===== config.mk =====
export PLATFORM = sky130hd
export DESIGN_NAME = multicycle_control_unit
export DESIGN_NICKNAME = d
export VERILOG_FILES = /design/src/rtl/multicycle_control_unit_pkg.sv /design/src/rtl/multicycle_control_unit_instr_field_decoder.sv /design/src/rtl/multicycle_control_unit.sv
export SDC_FILE = /design/constraint.sdc
export NUM_CORES = 1
export LEC_CHECK = 0
export ABC_AREA = 1
export BUFFER_PORTS_ARGS = -buffer_cell sky130_fd_sc_hd__buf_2
export CORE_MARGIN = 2
export CORE_UTILIZATION = 42
export CTS_BUF_LIST = sky130_fd_sc_hd__clkbuf_4 sky130_fd_sc_hd__clkbuf_8 sky130_fd_sc_hd__clkbuf_16
export CTS_CLUSTER_DIAMETER = 30
export DETAILED_ROUTE_END_ITERATION = 12
export GPL_TIMING_DRIVEN = 0
export PLACE_DENSITY_LB_ADDON = 0.1
export SETUP_SLACK_MARGIN = 0.05
export SYNTH_ARGS = -nofsm -noshare
export SYNTH_HDL_FRONTEND = slang
export SYNTH_SLANG_ARGS = --single-unit
export TNS_END_PERCENT = 5

===== constraint.sdc =====
create_clock -name clk -period 2.3 [get_ports clk]
set_clock_uncertainty 0.1 [all_clocks]
set_input_delay 0.115 -clock clk [delete_from_list [all_inputs] [get_ports clk]]
set_output_delay 0.115 -clock clk [all_outputs]
set_load 0.01 [all_outputs]

===== src/rtl/multicycle_control_unit_pkg.sv =====
// Shared types and encodings for the RV32I multicycle control unit.
package multicycle_control_unit_pkg;

  // ALU operation select.
  typedef enum logic [3:0] {
    ALU_ADD  = 4'd0,
    ALU_SUB  = 4'd1,
    ALU_SLL  = 4'd2,
    ALU_SLT  = 4'd3,
    ALU_SLTU = 4'd4,
    ALU_XOR  = 4'd5,
    ALU_SRL  = 4'd6,
    ALU_SRA  = 4'd7,
    ALU_OR   = 4'd8,
    ALU_AND  = 4'd9
  } alu_op_t;

  // Controller states, kept as plain constants for legacy tools.
  typedef logic [2:0] ctrl_state_t;
  localparam ctrl_state_t ST_FETCH  = 3'd0;
  localparam ctrl_state_t ST_DECODE = 3'd1;
  localparam ctrl_state_t ST_EXEC   = 3'd2;
  localparam ctrl_state_t ST_MEM    = 3'd3;
  localparam ctrl_state_t ST_WB     = 3'd4;
  localparam ctrl_state_t ST_TRAP   = 3'd5;

  // RV32I base opcodes handled here.
  localparam logic [6:0] OP_LOAD   = 7'b0000011;
  localparam logic [6:0] OP_STORE  = 7'b0100011;
  localparam logic [6:0] OP_BRANCH = 7'b1100011;
  localparam logic [6:0] OP_R      = 7'b0110011;
  localparam logic [6:0] OP_I      = 7'b0010011;
  localparam logic [6:0] OP_LUI    = 7'b0110111;
  localparam logic [6:0] OP_AUIPC  = 7'b0010111;
  localparam logic [6:0] OP_JAL    = 7'b1101111;
  localparam logic [6:0] OP_JALR   = 7'b1100111;

  // Immediate formats.
  localparam logic [2:0] IMM_I = 3'd0;
  localparam logic [2:0] IMM_S = 3'd1;
  localparam logic [2:0] IMM_B = 3'd2;
  localparam logic [2:0] IMM_U = 3'd3;
  localparam logic [2:0] IMM_J = 3'd4;

  // Writeback source.
  localparam logic [1:0] WB_ALU = 2'd0;
  localparam logic [1:0] WB_MEM = 2'd1;
  localparam logic [1:0] WB_PC4 = 2'd2;

  // PC source.
  localparam logic [1:0] PC_SRC_PLUS4  = 2'd0;
  localparam logic [1:0] PC_SRC_TARGET = 2'd1;
  localparam logic [1:0] PC_SRC_JALR   = 2'd2;

  // ALU operand selects.
  localparam logic [1:0] SRC_A_RS1  = 2'd0;
  localparam logic [1:0] SRC_A_PC   = 2'd1;
  localparam logic [1:0] SRC_A_ZERO = 2'd2;
  localparam logic [1:0] SRC_B_RS2  = 2'd0;
  localparam logic [1:0] SRC_B_IMM  = 2'd1;
  localparam logic [1:0] SRC_B_FOUR = 2'd2;

  // Memory access size.
  localparam logic [1:0] SIZE_BYTE = 2'd0;
  localparam logic [1:0] SIZE_HALF = 2'd1;
  localparam logic [1:0] SIZE_WORD = 2'd2;

  // Coarse instruction class, drives the FSM path through EXEC/MEM/WB.
  typedef enum logic [2:0] {
    CLS_ALU    = 3'd0,
    CLS_LOAD   = 3'd1,
    CLS_STORE  = 3'd2,
    CLS_BRANCH = 3'd3,
    CLS_JAL    = 3'd4,
    CLS_JALR   = 3'd5,
    CLS_LUI    = 3'd6,
    CLS_AUIPC  = 3'd7
  } instr_class_t;

  // Decoded fields latched once per instruction.
  typedef struct packed {
    instr_class_t cls;
    alu_op_t      alu_op;
    logic [1:0]   alu_src_b;
    logic [2:0]   imm_sel;
    logic [2:0]   funct3;
    logic [1:0]   read_size;
    logic         read_signed;
    logic [3:0]   store_we;
  } dec_t;

  // funct3 to ALU op; alt selects SUB/SRA (funct7 bit 5).
  function automatic alu_op_t funct_to_alu_op(input logic [2:0] funct3, input logic alt);
    alu_op_t op;
    case (funct3)
      3'b000:  op = alt ? ALU_SUB : ALU_ADD;
      3'b001:  op = ALU_SLL;
      3'b010:  op = ALU_SLT;
      3'b011:  op = ALU_SLTU;
      3'b100:  op = ALU_XOR;
      3'b101:  op = alt ? ALU_SRA : ALU_SRL;
      3'b110:  op = ALU_OR;
      default: op = ALU_AND;
    endcase
    return op;
  endfunction

endpackage


===== src/rtl/multicycle_control_unit_instr_field_decoder.sv =====
// Combinational RV32I opcode/funct decode: class, ALU op, immediate format,
// legality and load/store sizing.
module multicycle_control_unit_instr_field_decoder
  import multicycle_control_unit_pkg::*;
#(
  parameter bit ENABLE_JUMPS = 1'b1
) (
  input  logic [6:0] opcode,
  input  logic [2:0] funct3,
  input  logic [6:0] funct7,
  output dec_t       dec,
  output logic       legal
);

  // Decode one instruction word into control fields.
  always_comb begin
    dec         = '0;
    dec.cls     = CLS_ALU;
    dec.alu_op  = ALU_ADD;
    dec.funct3  = funct3;
    legal       = 1'b0;
    case (opcode)
      OP_R: begin
        dec.alu_src_b = SRC_B_RS2;
        dec.alu_op    = funct_to_alu_op(funct3, funct7[5]);
        legal = (funct7 == 7'b0000000) ||
                ((funct7 == 7'b0100000) && ((funct3 == 3'b000) || (funct3 == 3'b101)));
      end
      OP_I: begin
        dec.alu_src_b = SRC_B_IMM;
        dec.imm_sel   = IMM_I;
        // Only the shift-right form reads funct7; ADDI never means SUB.
        dec.alu_op    = funct_to_alu_op(funct3, (funct3 == 3'b101) && funct7[5]);
        case (funct3)
          3'b001:  legal = (funct7 == 7'b0000000);
          3'b101:  legal = (funct7 == 7'b0000000) || (funct7 == 7'b0100000);
          default: legal = 1'b1;
        endcase
      end
      OP_LOAD: begin
        dec.cls         = CLS_LOAD;
        dec.alu_src_b   = SRC_B_IMM;
        dec.imm_sel     = IMM_I;
        dec.read_size   = funct3[1:0];
        dec.read_signed = ~funct3[2];
        legal = (funct3 == 3'b000) || (funct3 == 3'b001) || (funct3 == 3'b010) ||
                (funct3 == 3'b100) || (funct3 == 3'b101);
      end
      OP_STORE: begin
        dec.cls       = CLS_STORE;
        dec.alu_src_b = SRC_B_IMM;
        dec.imm_sel   = IMM_S;
        case (funct3)
          3'b000:  begin dec.store_we = 4'b0001; legal = 1'b1; end
          3'b001:  begin dec.store_we = 4'b0011; legal = 1'b1; end
          3'b010:  begin dec.store_we = 4'b1111; legal = 1'b1; end
          default: begin dec.store_we = 4'b0000; legal = 1'b0; end
        endcase
      end
      OP_BRANCH: begin
        dec.cls       = CLS_BRANCH;
        dec.alu_op    = ALU_SUB;
        dec.alu_src_b = SRC_B_RS2;
        dec.imm_sel   = IMM_B;
        legal         = (funct3[2:1] != 2'b01);
      end
      OP_LUI: begin
        dec.cls       = CLS_LUI;
        dec.alu_src_b = SRC_B_IMM;
        dec.imm_sel   = IMM_U;
        legal         = ENABLE_JUMPS;
      end
      OP_AUIPC: begin
        dec.cls       = CLS_AUIPC;
        dec.alu_src_b = SRC_B_IMM;
        dec.imm_sel   = IMM_U;
        legal         = ENABLE_JUMPS;
      end
      OP_JAL: begin
        dec.cls       = CLS_JAL;
        dec.alu_src_b = SRC_B_IMM;
        dec.imm_sel   = IMM_J;
        legal         = ENABLE_JUMPS;
      end
      OP_JALR: begin
        dec.cls       = CLS_JALR;
        dec.alu_src_b = SRC_B_IMM;
        dec.imm_sel   = IMM_I;
        legal         = ENABLE_JUMPS && (funct3 == 3'b000);
      end
      default: legal = 1'b0;
    endcase
  end

endmodule


===== src/rtl/multicycle_control_unit.sv =====
// RV32I multicycle control FSM: fetch, decode, execute, memory, writeback,
// with memory wait states, a bounded bus timeout and sticky trap flags.
module multicycle_control_unit
  import multicycle_control_unit_pkg::*;
#(
  parameter int unsigned MEM_TIMEOUT  = 16,
  parameter bit          ENABLE_JUMPS = 1'b1,
  localparam int unsigned TO_W        = $clog2(MEM_TIMEOUT + 1)
) (
  input  logic        clk,
  input  logic        rst,
  input  logic [31:0] instr,
  input  logic        mem_ready,
  input  logic        alu_zero_lt,
  output logic        mem_req,
  output logic        mem_is_fetch,
  output logic [3:0]  mem_we,
  output logic [1:0]  mem_read_size,
  output logic        mem_read_signed,
  output logic        ir_write,
  output logic        pc_write,
  output logic [1:0]  pc_src,
  output alu_op_t     alu_op,
  output logic [1:0]  alu_src_a,
  output logic [1:0]  alu_src_b,
  output logic [2:0]  imm_sel,
  output logic [2:0]  branch_type,
  output logic        reg_write,
  output logic [1:0]  wb_sel,
  output logic        illegal,
  output logic        bus_error,
  output logic        instret
);

  ctrl_state_t     state_q, state_d;
  dec_t            dec, dec_q;
  logic            dec_legal;
  logic [TO_W-1:0] cnt_q, cnt_d;
  logic            illegal_q, illegal_d;
  logic            bus_error_q, bus_error_d;
  logic            mem_wait, timeout_hit;
  logic            is_jump;
  logic [1:0]      src_a_sel;

  // Register specifiers are routed by the datapath, not by the controller.
  logic unused_instr_bits;
  assign unused_instr_bits = ^{instr[24:15], instr[11:7]};

  multicycle_control_unit_instr_field_decoder #(
    .ENABLE_JUMPS (ENABLE_JUMPS)
  ) u_decoder (
    .opcode (instr[6:0]),
    .funct3 (instr[14:12]),
    .funct7 (instr[31:25]),
    .dec    (dec),
    .legal  (dec_legal)
  );

  assign mem_wait    = ((state_q == ST_FETCH) || (state_q == ST_MEM)) && !mem_ready;
  // mem_ready in the final allowed cycle still wins since mem_wait is then low.
  assign timeout_hit = mem_wait && (cnt_q >= TO_W'(MEM_TIMEOUT - 1));
  assign is_jump     = (dec_q.cls == CLS_JAL) || (dec_q.cls == CLS_JALR);

  // Operand A depends only on the instruction class.
  always_comb begin
    case (dec_q.cls)
      CLS_LUI:           src_a_sel = SRC_A_ZERO;
      CLS_AUIPC, CLS_JAL: src_a_sel = SRC_A_PC;
      default:           src_a_sel = SRC_A_RS1;
    endcase
  end

  // State, decoded fields, timeout counter and sticky flags.
  always_ff @(posedge clk) begin
    if (rst) begin
      state_q     <= ST_FETCH;
      dec_q       <= '0;
      cnt_q       <= '0;
      illegal_q   <= 1'b0;
      bus_error_q <= 1'b0;
    end else begin
      state_q     <= state_d;
      cnt_q       <= cnt_d;
      illegal_q   <= illegal_d;
      bus_error_q <= bus_error_d;
      if (state_q == ST_DECODE) begin
        dec_q <= dec;
      end
    end
  end

  // Next state, flag updates and timeout counting.
  always_comb begin
    state_d     = state_q;
    illegal_d   = illegal_q;
    bus_error_d = bus_error_q;
    case (state_q)
      ST_FETCH: begin
        if (mem_ready) begin
          state_d = ST_DECODE;
        end else if (timeout_hit) begin
          state_d     = ST_TRAP;
          bus_error_d = 1'b1;
        end
      end
      ST_DECODE: begin
        if (dec_legal) begin
          state_d = ST_EXEC;
        end else begin
          state_d   = ST_TRAP;
          illegal_d = 1'b1;
        end
      end
      ST_EXEC: begin
        case (dec_q.cls)
          CLS_LOAD, CLS_STORE: state_d = ST_MEM;
          CLS_BRANCH:          state_d = ST_FETCH;
          default:             state_d = ST_WB;
        endcase
      end
      ST_MEM: begin
        if (mem_ready) begin
          state_d = (dec_q.cls == CLS_STORE) ? ST_FETCH : ST_WB;
        end else if (timeout_hit) begin
          state_d     = ST_TRAP;
          bus_error_d = 1'b1;
        end
      end
      ST_WB:   state_d = ST_FETCH;
      ST_TRAP: state_d = ST_TRAP;
      default: state_d = ST_FETCH;
    endcase

    cnt_d = cnt_q;
    if ((state_d != state_q) && ((state_d == ST_FETCH) || (state_d == ST_MEM))) begin
      cnt_d = '0;
    end else if (mem_wait && (cnt_q != TO_W'(MEM_TIMEOUT))) begin
      cnt_d = cnt_q + 1'b1;
    end
  end

  // Moore control outputs; a few strobes are qualified by mem_ready/alu_zero_lt.
  always_comb begin
    mem_req         = 1'b0;
    mem_is_fetch    = 1'b0;
    mem_we          = 4'b0000;
    mem_read_size   = 2'd0;
    mem_read_signed = 1'b0;
    ir_write        = 1'b0;
    pc_write        = 1'b0;
    pc_src          = PC_SRC_PLUS4;
    alu_op          = ALU_ADD;
    alu_src_a       = 2'd0;
    alu_src_b       = 2'd0;
    imm_sel         = 3'd0;
    branch_type     = 3'd0;
    reg_write       = 1'b0;
    wb_sel          = WB_ALU;
    instret         = 1'b0;
    case (state_q)
      ST_FETCH: begin
        mem_req       = 1'b1;
        mem_is_fetch  = 1'b1;
        mem_read_size = SIZE_WORD;
        ir_write      = mem_ready;
      end
      ST_EXEC: begin
        alu_op    = dec_q.alu_op;
        alu_src_a = src_a_sel;
        alu_src_b = dec_q.alu_src_b;
        imm_sel   = dec_q.imm_sel;
        case (dec_q.cls)
          CLS_BRANCH: begin
            branch_type = dec_q.funct3;
            pc_write    = 1'b1;
            pc_src      = alu_zero_lt ? PC_SRC_TARGET : PC_SRC_PLUS4;
            instret     = 1'b1;
          end
          CLS_JAL: begin
            pc_write = 1'b1;
            pc_src   = PC_SRC_TARGET;
          end
          CLS_JALR: begin
            pc_write = 1'b1;
            pc_src   = PC_SRC_JALR;
          end
          default: ;
        endcase
      end
      ST_MEM: begin
        mem_req   = 1'b1;
        // Keep the address computation live while the access is pending.
        alu_op    = dec_q.alu_op;
        alu_src_a = src_a_sel;
        alu_src_b = dec_q.alu_src_b;
        imm_sel   = dec_q.imm_sel;
        if (dec_q.cls == CLS_STORE) begin
          mem_we   = dec_q.store_we;
          pc_write = mem_ready;
          instret  = mem_ready;
        end else begin
          mem_read_size   = dec_q.read_size;
          mem_read_signed = dec_q.read_signed;
        end
      end
      ST_WB: begin
        alu_op    = dec_q.alu_op;
        alu_src_a = src_a_sel;
        alu_src_b = dec_q.alu_src_b;
        imm_sel   = dec_q.imm_sel;
        reg_write = 1'b1;
        instret   = 1'b1;
        pc_write  = !is_jump;
        case (dec_q.cls)
          CLS_LOAD:          wb_sel = WB_MEM;
          CLS_JAL, CLS_JALR: wb_sel = WB_PC4;
          default:           wb_sel = WB_ALU;
        endcase
      end
      default: ;
    endcase
    // No request or write may escape while reset is held.
    if (rst) begin
      mem_req   = 1'b0;
      mem_we    = 4'b0000;
      ir_write  = 1'b0;
      pc_write  = 1'b0;
      reg_write = 1'b0;
      instret   = 1'b0;
    end
  end

  assign illegal   = illegal_q;
  assign bus_error = bus_error_q;

endmodule


==> Word-level counts from Yosys, hierarchy flattened <==
Cells that the tools add are included.
{ "op_classes": {"add_sub_neg": 1, "n_lt_le_gt_ge": 1, "eq_ne": 32, "muxes": 56, "bitwise_logic": 3, "n_reduce_logical": 35} }
{ "ops": {"columns": ["op", "count"], "rows": [
  ["4-bit one-hot mux with 7 select lines", 2],
  ["7-bit by 6-bit equality test with 1-bit output, second input constant", 4],
  ["3-bit equality test, second input constant", 9],
  ["3-bit two-way mux", 9],
  ["4-bit one-hot mux with 3 select lines", 2],
  ["3-bit by 2-bit equality test with 1-bit output, second input constant", 7],
  ["7-bit equality test, second input constant", 3],
  ["1-bit two-way mux", 21],
  ["3-bit one-hot mux with 7 select lines", 1],
  ["4-bit two-way mux", 5],
  ["3-bit one-hot mux with 5 select lines", 1],
  ["7-bit by 5-bit equality test with 1-bit output, second input constant", 2],
  ["2-bit one-hot mux with 2 select lines", 3],
  ["3-bit one-hot mux with 4 select lines", 1],
  ["2-bit OR reduction", 6],
  ["3-bit OR reduction", 4],
  ["1-bit logical OR", 10],
  ["2-bit two-way mux", 5],
  ["3-bit by 1-bit equality test with 1-bit output, second input constant", 3],
  ["3-bit zero test", 3],
  ["7-bit by 2-bit equality test with 1-bit output, second input constant", 1],
  ["7-bit zero test", 1],
  ["1-bit one-hot mux with 7 select lines", 1],
  ["7-bit OR reduction", 1],
  ["14 further kinds", 23]
]} }
{ "word_totals": {"register_bits": 32, "in_bits": 36, "out_inout_bits": 33, "elab_cells": 140} }

==> Logic depth before layout (Yosys ltp) <==
Gate-level depths: netlist (run 1).
{ "logic_depth": {"ltp_word": 12, "mapped_depth": 14, "ltp_nobuf": 14} }

==> Hierarchy <==
A second synthesis (run 1) with hierarchy kept.
{ "hier_totals": {"hier_cells": 350, "area_unflattened_um2": 2163.3} }
{ "by_module_without_submodules": {"columns": ["mod", "instances", "cells_per_inst", "area_each_um2", "seq_area_each_um2"], "rows": [
  ["multicycle_control_unit", 1, 243, 1624.1, 640.6],
  ["multicycle_control_unit_instr_field_decoder", 1, 107, 539.3, 0.0]
]} }

==> Worst setup path before layout (run 1) <==
OpenSTA, ideal clock, no wires.
{ "synth_timing": {"kind": "reg-to-reg", "startpoint": "register cnt_q[0]", "endpoint": "register cnt_q[0]", "setup_time_ns": 0.120, "t_arrival_ns": 1.573, "setup_slack_ns": 0.507, "path_stages_with_launch": 15, "cell_sequence": "dfxtp_1 > ha_1 > inv_1 > nor3_1 > ha_1 > nor2_1 > o21ai_0 > nand2_2 > nand2_1 > a21oi_1 > nand2_1 > nor2_1 > nand2_1 > nand2_2 > a21oi_1"} }
{ "synth_between": {"elab_chain_len": 9} }
{ "synth_rtl": {"columns": ["item", "line_no", "rtl"], "rows": [
  ["from (decl)", "multicycle_control_unit.sv:38", "logic [TO_W-1:0] cnt_q, cnt_d;"],
  ["from (signal assigned)", "multicycle_control_unit.sv:83", "cnt_q <= cnt_d;"],
  ["5-bit by 4-bit >= comparator with 1-bit output", "multicycle_control_unit.sv:61", "assign timeout_hit = mem_wait && (cnt_q >= TO_W'(MEM_TIMEOUT - 1));"],
  ["1-bit logical AND", "multicycle_control_unit.sv:61", null],
  ["3-bit two-way mux", "multicycle_control_unit.sv:101, multicycle_control_unit.sv:124", null],
  ["3-bit two-way mux, on equally long branches", "multicycle_control_unit.sv:122, multicycle_control_unit.sv:99", null],
  ["3-bit one-hot mux with 5 select lines", "multicycle_control_unit.sv:97", "case (state_q)"],
  ["3-bit by 2-bit equality test with 1-bit output / 3-bit zero test (equally long branches)", "multicycle_control_unit.sv:135", "if ((state_d != state_q) && ((state_d == ST_FETCH) || (state_d == ST_MEM))) begin"],
  ["1-bit logical OR", "multicycle_control_unit.sv:135", null],
  ["1-bit logical AND", "multicycle_control_unit.sv:135", null],
  ["2-bit OR reduction (no line)", null, null]
]} }
Several ways; a longest one is shown, not always the timed one.
A chain may end at the register's enable or synchronous reset.

==> Worst setup path after layout (run 1) <==
{ "layout_timing": {"startpoint": "register state_q[0]", "endpoint": "output alu_src_a[0]"} }
{ "layout_between": {"elab_chain_len": 3} }
{ "layout_rtl": {"columns": ["item", "line_no", "rtl"], "rows": [
  ["from (decl)", "multicycle_control_unit.sv:35", "ctrl_state_t state_q, state_d;"],
  ["from (signal assigned)", "multicycle_control_unit.sv:82", "state_q <= state_d;"],
  ["3-bit by 2-bit equality test with 1-bit output / 3-bit equality test (equally long branches)", "multicycle_control_unit.sv:160", "case (state_q)"],
  ["3-bit OR reduction (no line) (*)", null, null],
  ["2-bit two-way mux (*)", "multicycle_control_unit.sv:160", null],
  ["to (decl)", "multicycle_control_unit.sv:24", "output logic [1:0] alu_src_a,"]
]} }
Mark *: on every way between the ends. The rest lies on a longest branch, timed or not.

==> metrics.txt, run 1 <==
status finished clean; Synth Flop Type dfxtp_1; post-CTS setup buffers 0; Synth async-reset ratio 0%; clk buf depth 2; Layout area overhead 22.1%; Yosys reg bits 30; Met2 Wirelength 2.35 mm; Antenna Nets Post-Route 0; count of different cell masters after synthesis 29; clk slew on worst S/H paths 0.07 ns; share of cells above drive strength 1 approximately 20%; GPL Wtd Cong 0.936; synth cell count leaders nand2_1, nor2_1, inv_1, a21oi_1, dfxtp_1; worst hold path class in -> reg; DR vias 2124; dpl hpwl 4.07 mm; CTS Buf Count 5; crit path max fanout 10; I/O pins 69; Power Density 714 nW/um^2; Detail Route met3 WL 332 um; initial core utilization approximately 44%; count of final hold-check violations 0; maximum capacitance violations 0; M1 WL around 2.6 mm; Post-Syn Area per Cell ~6.1 um^2; Clock Sinks 30; Initial DRT Pass Iterations 4; final setup vio count 0; average routed wire per standard cell 12.4 um; Synthesis Warnings 0; vias in the first global route 1924; CTS tree yes; largest cells by area after synthesis dfxtp_1, nand2_1, nor2_1, inv_1, a21oi_1; root buf cell clkbuf_8; core area 4410 um^2; non-filler instance count after layout 431; H-tree depth 2; highest routed layer met4; global-route wire length before repair 8.96 mm; Slew Limit Fails 0; CP delay by family, top compound AO/OA/AOI/OAI gates; clock latency at the later pin of the worst-skew pair 0.30 ns; Cell Area, Synth around 2000 um^2; Seq/Total Area, Yosys 30.9%; Die Area about 5200 um^2; Mapped Nets 360; Final #Nets 417; Hold Slack 0.0438 ns; placed cells around 420; Die X 72.0 um; ant diodes 0; arrival time at the worst endpoint between 1.5 and 2 ns; cell with the most instances after synthesis nand2_1; WP data required 2.09 ns; fmax 482 MHz; Post-CTS Hold Buffers 0; Worst-Margin Slew 0.607 ns; Synth Instances 321; WP depth 8; fill cell count 480; total routed wirelength 5.34 mm; slowest CP cell a21oi_2; Buffers & Inverters on Critical Path 3; Leak Pwr 1.13 nW; die height 72.0 um; crit path capture type output pin; port bufs 50; Iter 0 DRT Violations 88; RSZ-0062 raised after global routing no; Std-Cell Rows 24; antenna violations before repair 0; hold path depth 3; drt drc 0; # resized after CTS 0; Startpoint Class flip-flop; EDFF count, synth 0; largest net degree at the start of global routing 12; number of cells on the worst reg-to-reg path 14; setup TNS 0 ns; CP Cell Sequence nor2_1, nand2_1, inv_1, a21oi_2, nor2_1, nand3_1, inv_1, buf_2; DR vias/cell 4.93; GRT Residual Overflow 0; Critical Path Max Stage Delay ~0.47 ns; maximum VDD drop 0.000419 V; Crit Path Class reg -> out; worst relative slew slack 59.5%; top cell type's share of synthesized area 30.9%; Final Cycle Share 90.2%; area leader, netlist dfxtp_1; Tmin final 2.07 ns; overall routing resource usage 22.2%
layer usage:
layer,up-vias,track usage (%)
li1,1135,-
met1,922,30.7
met2,60,35.1
met3,7,3.89
met4,0,7.55
met5,-,0
report_power, final:
group          leakage (nW)  total [mW]  internal [mW]  switching [mW]
sequential            0.244       0.634          0.587          0.0474
combinational         0.832       0.502          0.167           0.335
clock                0.0504       0.558          0.322           0.236
worst paths after layout:
check                                start           end  slack, ns
worst max-delay path            state_q[0]  alu_src_a[0]       0.23
worst min-delay path             instr[12]      dec_q[7]       0.04
worst max register to register    cnt_q[0]      cnt_q[3]       0.29
worst min register to register     illegal       illegal       0.35
cell families after synthesis:
family / count (synthesis) / synth area share (%)
buffers and inverters: 66 / 13.4
other: 1 / 0.193
flip-flops: 30 / 30.9
XOR/XNOR: 3 / 1.35
AO/OA/AOI/OAI: 56 / 16.5
adder cells (fa/ha/maj): 3 / 1.93
AND/OR/NAND/NOR: 162 / 35.8
sequential cells by signal (all words and copies together), names as in the netlist:
register,flops
bus_error,1
cnt_q,5
dec_q,20
illegal,1
state_q,3
worst reg2reg max path: stages (launching register included):
cell and delay (ns):
dfxtp_1 0.35, ha_1 0.20, inv_1 0.06, nor3_1 0.05, ha_1 0.17, nor2_1 0.07
o21ai_0 0.13, nand2_2 0.12, nand2_1 0.05, a21oi_1 0.16, nand2_1 0.07, nor2_1 0.10
nand2_1 0.06, nand2_2 0.11, a21oi_1 0.08
cell type report:
cell class | instances | area [um^2] | area share, %
clock buffer | 5 | 68.8 | 2.90
sequential | 30 | 601 | 25.3
buffer | 9 | 46.3 | 1.95
inverter | 57 | 214 | 9.01
multi-input combinational | 225 | 1080 | 45.7
timing repair buffer | 50 | 250 | 10.5
tap | 52 | 65.1 | 2.74
clock inverter | 3 | 45.0 | 1.90
per-stage QoR:
stage	total power [mW]	util (%)	cell area [um^2]	worst slack, ns
3_5_place_dp	1.15	51.2	2260	0.298
5_1_grt	1.80	53.8	2370	0.0553
2_1_floorplan	0.989	-	1940	0.507
6_report	1.69	53.8	2370	0.227
3_3_place_gp	1.14	51.2	2260	0.302
4_1_cts	1.70	53.8	2370	0.242
layout by cell type, fill, tap and decap left out, drive strengths merged:
cell       n
nand2     67
nor2      58
inv       56
buf       54
a21oi     32
dfxtp     30
nand3     23
o21ai     13
clkbuf    10
nor3       8
nand4      6
a211oi     4
o211ai     4
xor2       3
ha         3
clkinvlp   2
a31oi      1
clkinv     1
a221oi     1
a32oi      1
conb       1
bufinv     1
Note: power is estimated with default switching activity, not from simulation.
==> inputs of run 2 (changes only) <==
- CORE_UTILIZATION: 42 -> 50
==> metrics.txt, run 2 (same netlist as run 1, synthesis figures left out) <==
Antenna Nets Post-Route 0; maximum VDD drop 0.000552 V; # resized after CTS 0; arrival time at the worst endpoint 1.81 ns; share of cells above drive strength 1 20.1%; Layout area overhead 20.8%; Post-CTS Hold Buffers 0; Gate power share 31.3%; I/O pins 69; largest net degree at the start of global routing 11; Tmin final 2.03 ns; worst r2r dst cnt_q[2]; Final #Nets 417; CTS tree yes; FF-to-FF setup slack 0.29 ns; clock latency at the later pin of the worst-skew pair 0.27 ns; Clock Sinks 30; clk buf depth 2; number of cells on the worst reg-to-reg path 14; port bufs 50; Hold Path Origin instr[14]; dpl hpwl 3.88 mm; WP data required 2.09 ns; commonest non-fill, non-tap cells in the layout nand2_1, nor2_1, inv_1, buf_2; ant diodes 0; largest reg by FF count dec_q; total routed wirelength just under 5 mm; most frequent CP cell inv_1; Std-Cell Rows 22; Die Area 4400 um^2; fmax 494 MHz; drt drc 0; root buf cell clkbuf_8; final setup vio count 0; Cell Area, Placed 2250 um^2; DR vias/cell 5.04; Slew Limit Fails 0; Die X 66.4 um; Leak Pwr 1.13 nW; reg2reg start cnt_q[0]; RSZ-0062 raised after global routing no; crit path capture type output pin; core area 3690 um^2; vias in the first global route roughly 1900; die height 66.4 um; Clk pwr share 28.6%; worst relative slew slack 63.3%; initial core utilization 52.7%; post-CTS setup buffers 0; fill cell count between 300 and 400; most common cell after layout, fill and taps aside nand2_1; P_sw 572 uW; overall routing resource usage 24.2%; Sequential Power Share 40.1%; crit path max fanout 4; top flop regs dec_q (20), cnt_q (5), state_q (3); Startpoint Class flip-flop; max FFs per register 20; Total Power 1.58 mW; Power Density 672 nW/um^2; slowest CP cell dfxtp_1; Worst-Margin Slew around 0.55 ns; CP Cell Sequence inv_1, nor3_1, inv_1, nor2_1, inv_1, a31oi_1, buf_2; status finished clean; Final Cycle Share 88.1%; worst hold path class in -> reg; Crit Path Class reg -> out; hold path endpoint dec_q[18]; H-tree depth 2; hold path depth 3; switch share 36.2%; Critical Path Max Stage Delay 0.39 ns; CTS Buf Count 5; GPL Wtd Cong slightly above 0.9; setup TNS 0 ns; maximum capacitance violations 0; DR vias 2153; average routed wire per standard cell about 12 um; antenna violations before repair 0; GRT Residual Overflow 0; count of final hold-check violations 0; clk slew on worst S/H paths 0.07 ns; global-route wire length before repair slightly above 8 mm; post-route cell area 2350 um^2; Initial DRT Pass Iterations 4; Pint slightly above 1 mW; Iter 0 DRT Violations 110
## run 2: cell types whose count changed in the layout (fill, tap and decap cells not counted)
cell	change
bufinv_16	-1
clkbuf_4	+1
clkbuf_8	+1
clkinv_2	+1
clkinvlp_4	-2
## run 2: worst max-delay path by stage
| stage | end | slack [ns] | startpoint |
|---|---|---|---|
| after floorplan | cnt_q[0] | 0.51 | cnt_q[0] |
| after global placement | cnt_q[0] | 0.31 | cnt_q[0] |
| after detailed placement | cnt_q[2] | 0.28 | cnt_q[0] |
| after CTS | cnt_q[2] | 0.28 | cnt_q[0] |
| after global routing | pc_write | 0.09 | dec_q[19] |
| final | pc_write | 0.27 | state_q[1] |
## run 2: worst max-delay path: cells and delay by family (launching register included)
kind	cells	cell delay, ns
AOI/OAI and AO/OA	1	0.15
and+or+nand+nor	2	0.51
buffers and inverters	4	0.49
DFF	1	0.39
## run 2: metal layers
metal | vias to the layer above | global-route usage (%) | wire (um)
met1 | 952 | 32.4 | 2430
met4 | 0 | 3.83 | 10
met2 | 67 | 40.6 | 2190
met5 | - | 0 | 0
li1 | 1132 | - | -
met3 | 2 | 4.94 | 296
## run 2: power by group through the flow
stage               Clock [mW]  Combinational (mW)  Sequential, mW
floorplan                    0               0.353           0.636
global placement             0               0.486           0.642
detailed placement           0               0.490           0.644
CTS                      0.457               0.493           0.632
global route             0.482               0.557           0.642
finish                   0.452               0.494           0.632
## run 2: per-stage QoR
stage | setup WS, ns | hold WS [ns] | utilization, % | cells
floorplan | 0.507 | 0.175 | - | 321
global placement | 0.305 | 0.336 | 61.1 | 419
detailed placement | 0.281 | 0.338 | 61.1 | 419
CTS | 0.278 | 0.0632 | 63.7 | 427
global route | 0.0917 | 0.0918 | 63.7 | 427
finish | 0.275 | 0.0711 | 63.7 | 427
## run 2: cell type report
type / count / area (um^2) / area share, %
plain buffers: 9 / 46.3 / 1.97
clock buffers: 7 / 90.1 / 3.83
clock inverters: 1 / 5.00 / 0.213
inverters: 57 / 214 / 9.11
multi-input cells: 225 / 1080 / 46.1
flip-flops and latches: 30 / 601 / 25.6
well taps: 48 / 60.1 / 2.56
repair buffers: 50 / 250 / 10.6
==> inputs of run 3 (changes only) <==
- ABC_AREA: 1 -> unset
==> metrics.txt, run 3 <==
status finished clean; largest reg by FF count dec_q; switch share 40.6%; initial core utilization 51.7%; CTS Buf Count 5; Sequential Power Share 34.1%; vias in the first global route 1924; Synth Flop Type dfxtp_1; fill cell count about 400; Clock Sinks 30; Total Power 2.03 mW; CP Cell Sequence buf_6, clkbuf_1, nor4bb_4, and2_1, buf_4, buf_2; count of different cell masters after synthesis 57; antenna violations before repair 0; cell with the most instances after synthesis nor2_1; post-CTS setup buffers 0; core area 3970 um^2; Final Cycle Share about 92%; overall routing resource usage 25.1%; Slew Limit Fails 0; Clk pwr share 22.8%; largest net degree at the start of global routing 11; dpl hpwl 3.91 mm; post-route cell area 2470 um^2; Post-CTS Hold Buffers 0; clk slew on worst S/H paths roughly 0.07 ns; Final #Nets 370; Die X about 68 um; final setup vio count 0; Multi-input gate area 1330 um^2; area leader, netlist dfxtp_1; Worst-Margin Slew roughly 0.6 ns; top flop regs dec_q (20), cnt_q (5), state_q (3); total routed wirelength 5.44 mm; commonest non-fill, non-tap cells in the layout buf_2, nor2_1, dfxtp_1, nand2_1, a21oi_1; Gate power share 43.1%; Iter 0 DRT Violations 143; clk buf depth 2; Crit Path Class reg -> out; drt drc 0; EDFF count, synth 0; average routed wire per standard cell 14.2 um; Die Area 4630 um^2; crit path max fanout 10; maximum capacitance violations 0; worst relative slew slack a little over 60%; Antenna Nets Post-Route 0; most common cell after layout, fill and taps aside buf_2; Critical Path Max Stage Delay 0.42 ns; share of cells above drive strength 1 between 20% and 30%; count of final hold-check violations 0; port bufs 49; WP data required 2.09 ns; largest cells by area after synthesis dfxtp_1, nor2_1, a21oi_1, nand2_1, nor2b_1; arrival time at the worst endpoint 1.90 ns; setup TNS 0 ns; die height 68.1 um; Layout area overhead 20.5%; Post-Syn Area per Cell 7.44 um^2; Cell Area, Placed 2360 um^2; clock latency at the later pin of the worst-skew pair about 0.29 ns; Std-Cell Rows 23; synth cell count leaders nor2_1, dfxtp_1, nand2_1, a21oi_1; global-route wire length before repair about 8.7 mm; max FFs per register 20; CTS tree yes; ant diodes 0; fmax 473 MHz; maximum VDD drop 0.000448 V; Synthesis Warnings 0; DR vias/cell 5.60; FF-to-FF setup slack 0.27 ns; slowest CP cell nor4bb_4; GRT Residual Overflow 0; top cell type's share of synthesized area 29.3%; Tmin final between 2 and 2.5 ns; H-tree depth 2; Seq/Total Area, Yosys between 20% and 30%; GPL Wtd Cong approximately 0.87; Leak Pwr 1.05 nW; Initial DRT Pass Iterations 4; root buf cell clkbuf_8; Mapped Nets roughly 320; RSZ-0062 raised after global routing yes; flip-flop and latch area 601 um^2; Startpoint Class flip-flop; worst hold path class in -> reg; Power Density between 800 and 900 nW/um^2; Final Core Density 62.3%; CP delay by family, top buffers and inverters; Yosys reg bits 30; DR vias 2141; Synth Instances 276; I/O pins 69; Pint 1.21 mW; Hold Slack 0.0437 ns; Buffers & Inverters on Critical Path 4; Synth async-reset ratio 0%; crit path capture type output pin; Cell Area, Synth 2050 um^2; P_sw roughly 820 uW
run 3: cell types whose count changed after synthesis, moves of 9 or more:
cell	delta
inv_1	-49
nand2b_1	+11
nand3_1	-12
a21oi_1	-9
nand2_1	-36
nor2_1	-19
nor2b_1	+13
run 3: per-stage QoR:
stage | setup WS, ns | cells
after floorplan | 0.525 | 276
after global placement | 0.259 | 375
after detailed placement | 0.268 | 375
after CTS | 0.0229 | 383
after global routing | 0.0483 | 382
final | 0.187 | 382
run 3: worst reg2reg max path: stages (launching register included):
cell     delay [ns]
dfxtp_1        0.35
ha_1           0.22
and3_1         0.18
ha_1           0.17
nor2_1         0.16
nand2_1        0.15
o311a_1        0.31
a21oi_1        0.16
o22ai_1        0.10
run 3: kinds of logic after synthesis:
logic type	after synthesis	share of synthesized area, %
AO/OA/AOI/OAI	59	19.1
XOR/XNOR	8	3.41
buffers and inverters	29	6.70
flip-flops	30	29.3
adder cells (fa/ha/maj)	3	1.83
multiplexers	5	2.50
AND/OR/NAND/NOR	141	37.0
other	1	0.183
run 3: power groups by stage:
stage               Combinational [mW]  Clock (mW)  Sequential [mW]
finish                           0.875       0.462            0.692
global route                     0.975       0.484            0.703
CTS                              0.881       0.466            0.672
detailed placement               0.872           0            0.682
global placement                 0.862           0            0.681
floorplan                        0.640           0            0.669
run 3: repair_timing:
action / in CTS / in global routing
gates resized for setup: 1 / 5
pin swaps: 0 / 1
setup endpoints to repair: 4 / 14
run 3: worst paths after layout:
| kind | start | end | cells past startpoint |
|---|---|---|---|
| worst min register to register | dec_q[7] | dec_q[7] | 2 |
| worst max-delay path | state_q[0] | mem_we[3] | 6 |
| worst min-delay path | rst | illegal | 2 |
| worst max register to register | cnt_q[0] | state_q[0] | 8 |
run 3: cell type report:
type	count	share of cell area (%)
multi-input cells	217	53.9
well taps	50	2.53
repair buffers	49	9.91
plain buffers	24	4.96
clock inverters	1	0.202
inverters	4	0.607
flip-flops and latches	30	24.3
clock buffers	7	3.64
run 3: layer usage:
| metal | share of wire (%) | vias up | global-route usage [%] |
|---|---|---|---|
| li1 | - | 1081 | - |
| met1 | 44 | 993 | 30.9 |
| met2 | 49 | 59 | 42.8 |
| met3 | 4.9 | 8 | 5.10 |
| met4 | 1.5 | 0 | 9.25 |
| met5 | 0 | - | 0 |
